[config.mk]
export PLATFORM = sky130hd
export DESIGN_NAME = vram_write_arbiter_flat
export DESIGN_NICKNAME = d
export VERILOG_FILES = /design/src/rtl/vram_write_arbiter_pkg.sv /design/src/rtl/vram_write_arbiter_if.sv /design/src/rtl/vram_fill_engine.sv /design/src/rtl/vram_write_arbiter.sv /design/src/flat_wrapper.sv
export SDC_FILE = /design/constraint.sdc
export NUM_CORES = 1
export LEC_CHECK = 0
export ABC_AREA = 1
export CAP_MARGIN = 10
export CORE_MARGIN = 4
export CORE_UTILIZATION = 40
export CTS_BUF_LIST = sky130_fd_sc_hd__clkbuf_4 sky130_fd_sc_hd__clkbuf_8 sky130_fd_sc_hd__clkbuf_16
export DETAILED_ROUTE_END_ITERATION = 6
export GPL_TIMING_DRIVEN = 0
export SETUP_SLACK_MARGIN = 0.1
export SLEW_MARGIN = 25
export SYNTH_ARGS = -nofsm -noshare
export SYNTH_HDL_FRONTEND = slang
export SYNTH_SLANG_ARGS = --single-unit
[constraint.sdc]
create_clock -name clk -period 4.95 [get_ports clk]
set_clock_uncertainty 0.15 [all_clocks]
set_input_delay 0.495 -clock clk [delete_from_list [all_inputs] [get_ports clk]]
set_output_delay 0.495 -clock clk [all_outputs]
set_load 0.02 [all_outputs]
[src/rtl/vram_write_arbiter_pkg.sv]
// Shared constants and FSM encoding for the VRAM write-port arbiter.
// The optional VRAM_FILL_CLIP_EN macro suppresses writes to off-screen fill pixels.
package vram_write_arbiter_pkg;

  localparam int SCREEN_W    = 200;
  localparam int SCREEN_H    = 150;
  localparam int ADDR_W      = 15;
  localparam int VRAM_DATA_W = 8;

  typedef enum logic {
    IDLE = 1'b0,
    RUN  = 1'b1
  } fill_state_t;

endpackage

[src/rtl/vram_write_arbiter_if.sv]
// Signal bundle between the CPU bus decode / fill launcher and the VRAM write port.
// The slave modport is the arbiter side; the master modport drives the requests.
interface vram_write_arbiter_if;
  import vram_write_arbiter_pkg::*;

  // Handshake: cpu_we_i and fill_start_i are single-cycle valid strobes with no
  // ready. A CPU store is always taken in its own cycle. A fill launch is taken
  // only while fill_busy_o is low and is silently ignored otherwise.
  logic                   cpu_we_i;
  logic [ADDR_W-1:0]      cpu_addr_i;
  logic [VRAM_DATA_W-1:0] cpu_data_i;
  logic                   fill_start_i;
  logic [7:0]             fill_x0_i;
  logic [7:0]             fill_y0_i;
  logic [7:0]             fill_w_i;
  logic [7:0]             fill_h_i;
  logic [VRAM_DATA_W-1:0] fill_color_i;
  logic                   fill_busy_o;
  logic                   fill_done_o;
  logic                   v_we_o;
  logic [ADDR_W-1:0]      v_addr_o;
  logic [VRAM_DATA_W-1:0] v_data_o;
  fill_state_t            fill_state;

  modport master (
    output cpu_we_i, cpu_addr_i, cpu_data_i,
    output fill_start_i, fill_x0_i, fill_y0_i, fill_w_i, fill_h_i, fill_color_i,
    input  fill_busy_o, fill_done_o, v_we_o, v_addr_o, v_data_o, fill_state
  );

  modport slave (
    input  cpu_we_i, cpu_addr_i, cpu_data_i,
    input  fill_start_i, fill_x0_i, fill_y0_i, fill_w_i, fill_h_i, fill_color_i,
    output fill_busy_o, fill_done_o, v_we_o, v_addr_o, v_data_o, fill_state
  );

endinterface

[src/rtl/vram_fill_engine.sv]
// Rectangle-fill walker: one pixel per granted cycle, row-major, holding on stalls.
// With VRAM_FILL_CLIP_EN defined, pixels outside the screen are flagged as not to be written.
module vram_fill_engine
  import vram_write_arbiter_pkg::*;
(
  input  logic                   clk,
  input  logic                   rst,
  input  logic                   start,
  input  logic [7:0]             x0,
  input  logic [7:0]             y0,
  input  logic [7:0]             w,
  input  logic [7:0]             h,
  input  logic [VRAM_DATA_W-1:0] color,
  input  logic                   grant,
  output logic                   req,
  output logic [ADDR_W-1:0]      addr,
  output logic [VRAM_DATA_W-1:0] data,
  output logic                   pix_en,
  output logic                   last,
  output logic                   zero_start,
  output fill_state_t            state
);

  fill_state_t            state_d;
  logic                   load;
  logic [8:0]             cur_x;
  logic [8:0]             x_start;
  logic [8:0]             x_end;
  logic [7:0]             cur_y_cnt;
  logic [7:0]             h_q;
  logic [VRAM_DATA_W-1:0] color_q;
  logic [ADDR_W-1:0]      row_base;
  logic [ADDR_W-1:0]      row_base_init;
  logic                   row_end;

  // Row base is only needed modulo the VRAM size, so the product is kept 15 bits wide.
  assign row_base_init = ADDR_W'(y0) * ADDR_W'(SCREEN_W);
  assign row_end       = (cur_x == x_end);
  assign last          = row_end && (cur_y_cnt == h_q - 8'd1);
  assign addr          = row_base + ADDR_W'(cur_x);
  assign data          = color_q;

  always_ff @(posedge clk) begin
    if (rst) state <= IDLE;
    else     state <= state_d;
  end

  always_comb begin
    state_d    = state;
    req        = 1'b0;
    load       = 1'b0;
    zero_start = 1'b0;
    case (state)
      IDLE: begin
        if (start) begin
          if (w == 8'd0 || h == 8'd0) begin
            zero_start = 1'b1;
          end else begin
            load    = 1'b1;
            state_d = RUN;
          end
        end
      end
      RUN: begin
        req = 1'b1;
        if (grant && last) state_d = IDLE;
      end
      default: state_d = IDLE;
    endcase
  end

  always_ff @(posedge clk) begin
    if (rst) begin
      cur_x     <= '0;
      x_start   <= '0;
      x_end     <= '0;
      cur_y_cnt <= '0;
      h_q       <= '0;
      color_q   <= '0;
      row_base  <= '0;
    end else if (load) begin
      cur_x     <= {1'b0, x0};
      x_start   <= {1'b0, x0};
      x_end     <= {1'b0, x0} + {1'b0, w} - 9'd1;
      cur_y_cnt <= '0;
      h_q       <= h;
      color_q   <= color;
      row_base  <= row_base_init;
    end else if (req && grant) begin
      if (row_end) begin
        cur_x     <= x_start;
        row_base  <= row_base + ADDR_W'(SCREEN_W);
        cur_y_cnt <= cur_y_cnt + 8'd1;
      end else begin
        cur_x <= cur_x + 9'd1;
      end
    end
  end

`ifdef VRAM_FILL_CLIP_EN
  logic [7:0] y0_q;
  logic [8:0] y_abs;

  always_ff @(posedge clk) begin
    if (rst)       y0_q <= '0;
    else if (load) y0_q <= y0;
  end

  assign y_abs  = {1'b0, y0_q} + {1'b0, cur_y_cnt};
  assign pix_en = (cur_x < 9'(SCREEN_W)) && (y_abs < 9'(SCREEN_H));
`else
  assign pix_en = 1'b1;
`endif

endmodule

[src/rtl/vram_write_arbiter.sv]
// VRAM write port 2 owner: CPU stores take absolute priority, the fill engine uses free cycles.
// Build with VRAM_FILL_CLIP_EN to drop off-screen fill pixels.
module vram_write_arbiter
  import vram_write_arbiter_pkg::*;
(
  input  logic                 clk,
  input  logic                 rst,
  vram_write_arbiter_if.slave  bus
);

  logic                   fill_req;
  logic                   fill_grant;
  logic                   fill_write;
  logic                   fill_pix_en;
  logic                   fill_last;
  logic                   fill_zero_start;
  logic [ADDR_W-1:0]      fill_addr;
  logic [VRAM_DATA_W-1:0] fill_data;
  fill_state_t            fill_state;

  logic                   v_we_q;
  logic [ADDR_W-1:0]      v_addr_q;
  logic [VRAM_DATA_W-1:0] v_data_q;
  logic                   done_q;

  vram_fill_engine u_fill (
    .clk        (clk),
    .rst        (rst),
    .start      (bus.fill_start_i),
    .x0         (bus.fill_x0_i),
    .y0         (bus.fill_y0_i),
    .w          (bus.fill_w_i),
    .h          (bus.fill_h_i),
    .color      (bus.fill_color_i),
    .grant      (fill_grant),
    .req        (fill_req),
    .addr       (fill_addr),
    .data       (fill_data),
    .pix_en     (fill_pix_en),
    .last       (fill_last),
    .zero_start (fill_zero_start),
    .state      (fill_state)
  );

  assign fill_grant = fill_req & ~bus.cpu_we_i;
  // A clipped pixel still consumes its grant but leaves the port idle.
  assign fill_write = fill_grant & fill_pix_en;

  always_ff @(posedge clk) begin
    if (rst) begin
      v_we_q   <= 1'b0;
      v_addr_q <= '0;
      v_data_q <= '0;
      done_q   <= 1'b0;
    end else begin
      v_we_q <= bus.cpu_we_i | fill_write;
      if (bus.cpu_we_i) begin
        v_addr_q <= bus.cpu_addr_i;
        v_data_q <= bus.cpu_data_i;
      end else if (fill_write) begin
        v_addr_q <= fill_addr;
        v_data_q <= fill_data;
      end
      done_q <= (fill_grant & fill_last) | fill_zero_start;
    end
  end

  assign bus.v_we_o      = v_we_q;
  assign bus.v_addr_o    = v_addr_q;
  assign bus.v_data_o    = v_data_q;
  assign bus.fill_done_o = done_q;
  assign bus.fill_busy_o = (fill_state == RUN);
  assign bus.fill_state  = fill_state;

endmodule

[src/flat_wrapper.sv]
// flat-port wrapper written by rule: the top's interface ports become plain ports
module vram_write_arbiter_flat import vram_write_arbiter_pkg::*;
  (clk, rst, bus_cpu_we_i, bus_cpu_addr_i, bus_cpu_data_i, bus_fill_start_i, bus_fill_x0_i, bus_fill_y0_i, bus_fill_w_i, bus_fill_h_i, bus_fill_color_i, bus_fill_busy_o, bus_fill_done_o, bus_v_we_o, bus_v_addr_o, bus_v_data_o, bus_fill_state);
  vram_write_arbiter_if bus_i ();
  input  logic clk;
  input  logic rst;
  input wire logic [$bits(bus_i.cpu_we_i)-1:0] bus_cpu_we_i;
  input wire logic [$bits(bus_i.cpu_addr_i)-1:0] bus_cpu_addr_i;
  input wire logic [$bits(bus_i.cpu_data_i)-1:0] bus_cpu_data_i;
  input wire logic [$bits(bus_i.fill_start_i)-1:0] bus_fill_start_i;
  input wire logic [$bits(bus_i.fill_x0_i)-1:0] bus_fill_x0_i;
  input wire logic [$bits(bus_i.fill_y0_i)-1:0] bus_fill_y0_i;
  input wire logic [$bits(bus_i.fill_w_i)-1:0] bus_fill_w_i;
  input wire logic [$bits(bus_i.fill_h_i)-1:0] bus_fill_h_i;
  input wire logic [$bits(bus_i.fill_color_i)-1:0] bus_fill_color_i;
  output wire logic [$bits(bus_i.fill_busy_o)-1:0] bus_fill_busy_o;
  output wire logic [$bits(bus_i.fill_done_o)-1:0] bus_fill_done_o;
  output wire logic [$bits(bus_i.v_we_o)-1:0] bus_v_we_o;
  output wire logic [$bits(bus_i.v_addr_o)-1:0] bus_v_addr_o;
  output wire logic [$bits(bus_i.v_data_o)-1:0] bus_v_data_o;
  output wire logic [$bits(bus_i.fill_state)-1:0] bus_fill_state;
  assign bus_i.cpu_we_i = bus_cpu_we_i;
  assign bus_i.cpu_addr_i = bus_cpu_addr_i;
  assign bus_i.cpu_data_i = bus_cpu_data_i;
  assign bus_i.fill_start_i = bus_fill_start_i;
  assign bus_i.fill_x0_i = bus_fill_x0_i;
  assign bus_i.fill_y0_i = bus_fill_y0_i;
  assign bus_i.fill_w_i = bus_fill_w_i;
  assign bus_i.fill_h_i = bus_fill_h_i;
  assign bus_i.fill_color_i = bus_fill_color_i;
  assign bus_fill_busy_o = bus_i.fill_busy_o;
  assign bus_fill_done_o = bus_i.fill_done_o;
  assign bus_v_we_o = bus_i.v_we_o;
  assign bus_v_addr_o = bus_i.v_addr_o;
  assign bus_v_data_o = bus_i.v_data_o;
  assign bus_fill_state = bus_i.fill_state;
  vram_write_arbiter u_core (.clk(clk), .rst(rst), .bus(bus_i));
endmodule
==> summary.txt <==
CP arrival -> 3.36 ns
power density over the cells -> 288.0 nW/um^2
DR pass1 iterations -> 5
I/O Pins -> 94
Final Max Slew Viols -> 0
R2R depth -> 5
setup repair after global routing missed its margin -> false
# hold bufs at CTS -> 0
dpl hpwl -> 12.65 mm
Gate Count Post-Synth -> 835
clk buf depth -> 2
largest net degree at the start of global routing -> 14
Synth cell types -> 36
All-Layer GR Usage -> 20.89%
Seq cells post-synth -> 88
most frequent cells in the layout -> nand2_1, inv_1, clkdlybuf4s50_1
Startpoint Class -> input port
highest clock rate -> 310.3 MHz
vias in the first global route -> 5,495
hold path depth -> 2
global-route wire length before repair -> 27.34 mm
outcome -> finished clean
row cnt -> 43
slowest stage delay, CP -> 0.49 ns
area of the die -> 16,320 um^2
Die W -> 127.7 um
Mapped Area -> 5736 um^2
slack of the worst reg-to-reg path -> 2.79 ns
clk_lat worst skew -> 0.35 ns
drt initial violations -> 439
layout cells sized above 1 -> 3.928%
Worst EP required -> 5.09 ns
initial antenna violation count -> 0
Routed WL -> 16.23 mm
drt drc -> 0
Initial Utilization -> 41.00%
FF/Latch Area -> 1762 um^2
routed wire length per instance -> 14.47 um
worst-path cell with the longest stage delay -> fa_1
max-cap violations -> 0
Worst slew margin -> 53.64%
crit path time final -> 3.223 ns
CP bufs+invs -> 3
Hold Fails Final Rpt -> 0
setup bufs post-CTS -> 0
H-tree levels -> 3
# setup viols final -> 0
Finished Cell Area -> 7154 um^2
CTS tree -> yes
Worst-path clk slew -> 0.06 ns
total number of vias -> 5,617
Worst Hold Class -> register to register
fin crit share -> 65.10%
Worst-Margin Slew -> 0.6953 ns
area post-placement -> 6882 um^2
crit-path cells -> clkdlybuf4s50_1, ha_1, ha_1, inv_1, fa_1, inv_1, ha_1, nand2_1, o21ai_0, nand2_1, nand2_1, xor2_1, a21oi_1, nor2_1
RR Startpoint -> u_core.u_fill.state
final core utilization -> 51.14%
IO buf count -> 92
total placed cells including tap cells -> 1,107
syn_nets -> 958
Hold Crit Start -> u_core.u_fill.data[0]
Routed Antenna Nets -> 0
hold endpoint -> u_core.u_fill.data[0]
Die Ht -> 127.7 um
cts bufs inserted -> 9
Post-Syn Area per Cell -> 6.869 um^2
GRT overflow -> 0
fin cells -> 1,122
Ys Warns -> 0
core footprint -> 13,990 um^2
area of the multi-input gates -> 3329 um^2
sequential area share after synthesis -> 30.72%
critical path fanouts, max -> 4
Fillers -> 1,477
Setup Crit Path Kind -> input port to register
clk root buf -> clkbuf_16
Leak -> 3.335 nW
Fin Setup TNS -> 0 ns
endpoint class of the critical path -> register
Vias per Instance -> 5.006
Max VDD drop -> 0.1808 mV
fin nets -> 1,061
P&R area growth vs syn -> 24.74%
Power Total -> 2.060 mW
CTS sink cnt -> 88
ANT cells -> 0
Routability Congestion -> 0.8822
worst r2r dst -> u_core.u_fill.h_q[0]
Crit path max-delay family -> adder cells
most common cell after layout, fill and taps aside -> nand2_1
post-cts resize count -> 0
## tightest hold or removal path, delay by kind of cell, from the launching register on
family,cells,cell delay [ns]
AND/OR/NAND/NOR,2,0.10
flip-flops,1,0.31
## area by class of cell
type	instances	area share, %
clock inverter	3	0.2623
buffer	30	1.871
inverter	136	7.135
sequential	88	24.62
tap	180	3.148
timing repair buffer	92	12.87
multi-input combinational	581	46.54
clock buffer	12	3.550
## flip-flops by register name, summed over array words and instances, names as in the netlist, 8 cells and up
name / cells
u_core.bus.v_addr_o: 15
u_core.bus.v_data_o: 8
u_core.u_fill.cur_x: 9
u_core.u_fill.cur_y_cnt: 8
u_core.u_fill.data: 8
u_core.u_fill.h_q: 8
u_core.u_fill.row_base: 12
u_core.u_fill.x_end: 9
u_core.u_fill.x_start: 8
## worst max path at each step
stage                     startpoint                    endpoint  slack, ns  cells after the start
finish              bus_fill_y0_i[3]  u_core.u_fill.row_base[13]       1.73                     14
global route        bus_fill_y0_i[3]  u_core.u_fill.row_base[13]       1.49                     14
CTS                 bus_fill_y0_i[3]  u_core.u_fill.row_base[13]       1.70                     14
detailed placement  bus_fill_y0_i[3]  u_core.u_fill.row_base[13]       1.34                     14
global placement    bus_fill_y0_i[4]  u_core.u_fill.row_base[13]       1.36                     14
floorplan           bus_fill_y0_i[3]  u_core.u_fill.row_base[13]       2.07                     13
## stage by stage
step	hold WS [ns]	setup slack (ns)
3_3_place_gp	0.2813	1.359
5_1_grt	0.3215	1.491
2_1_floorplan	0.2691	2.070
3_5_place_dp	0.2841	1.341
4_1_cts	0.2999	1.695
6_report	0.2970	1.727
## synth_stat cells
master,count,share of area (%)
a211oi_2,1,0.22
or2_2,1,0.11
ha_1,51,11
o21ai_0,49,4.3
buf_4,1,0.13
o211ai_1,4,0.52
inv_2,3,0.20
a22oi_1,14,1.8
nand3_2,1,0.17
clkbuf_1,19,1.2
a31oi_1,3,0.33
nor2_4,2,0.39
buf_6,1,0.20
nand4_1,9,0.98
nand2_1,199,13
a21boi_0,2,0.26
a31o_2,1,0.15
and3_1,4,0.44
nor3_1,10,0.87
inv_1,132,8.6
dfxtp_1,88,31
fa_1,5,1.7
buf_1,1,0.065
o21bai_1,1,0.13
clkinv_1,1,0.065
o21ai_1,10,0.87
a21oi_2,1,0.15
a21o_1,1,0.13
a21oi_1,51,4.5
o22ai_1,12,1.3
xnor2_1,14,2.1
buf_2,8,0.70
nand3_1,72,6.3
xor2_1,20,3.1
nor2_1,41,2.7
nand2_4,2,0.39
## cells by family (layout without fill, tap and decap cells)
kind of cell    after synthesis  in the layout  share of synthesized area (%)
xor+xnor                     34             34                          5.192
compound gates              150            150                          14.64
buf+inv                     166            273                          11.23
flops                        88             88                          30.72
simple gates                341            341                          25.35
fa+ha+maj                    56             56                          12.87
## metal layers
layer	GRT usage [%]	vias to the layer above	routed length, um
met4	5.368	0	245
met3	4.292	20	966
met2	34.01	133	7298
met5	0	-	0
li1	-	2916	-
met1	28.33	2548	7725
## report_power, final
| part | switching, mW | internal (mW) | leakage [nW] |
|---|---|---|---|
| clock | 0.283 | 0.362 | 0.139 |
| sequential | 0.0516 | 0.765 | 0.723 |
| combinational | 0.343 | 0.256 | 2.47 |
Note: power is estimated with default switching activity, not from simulation.
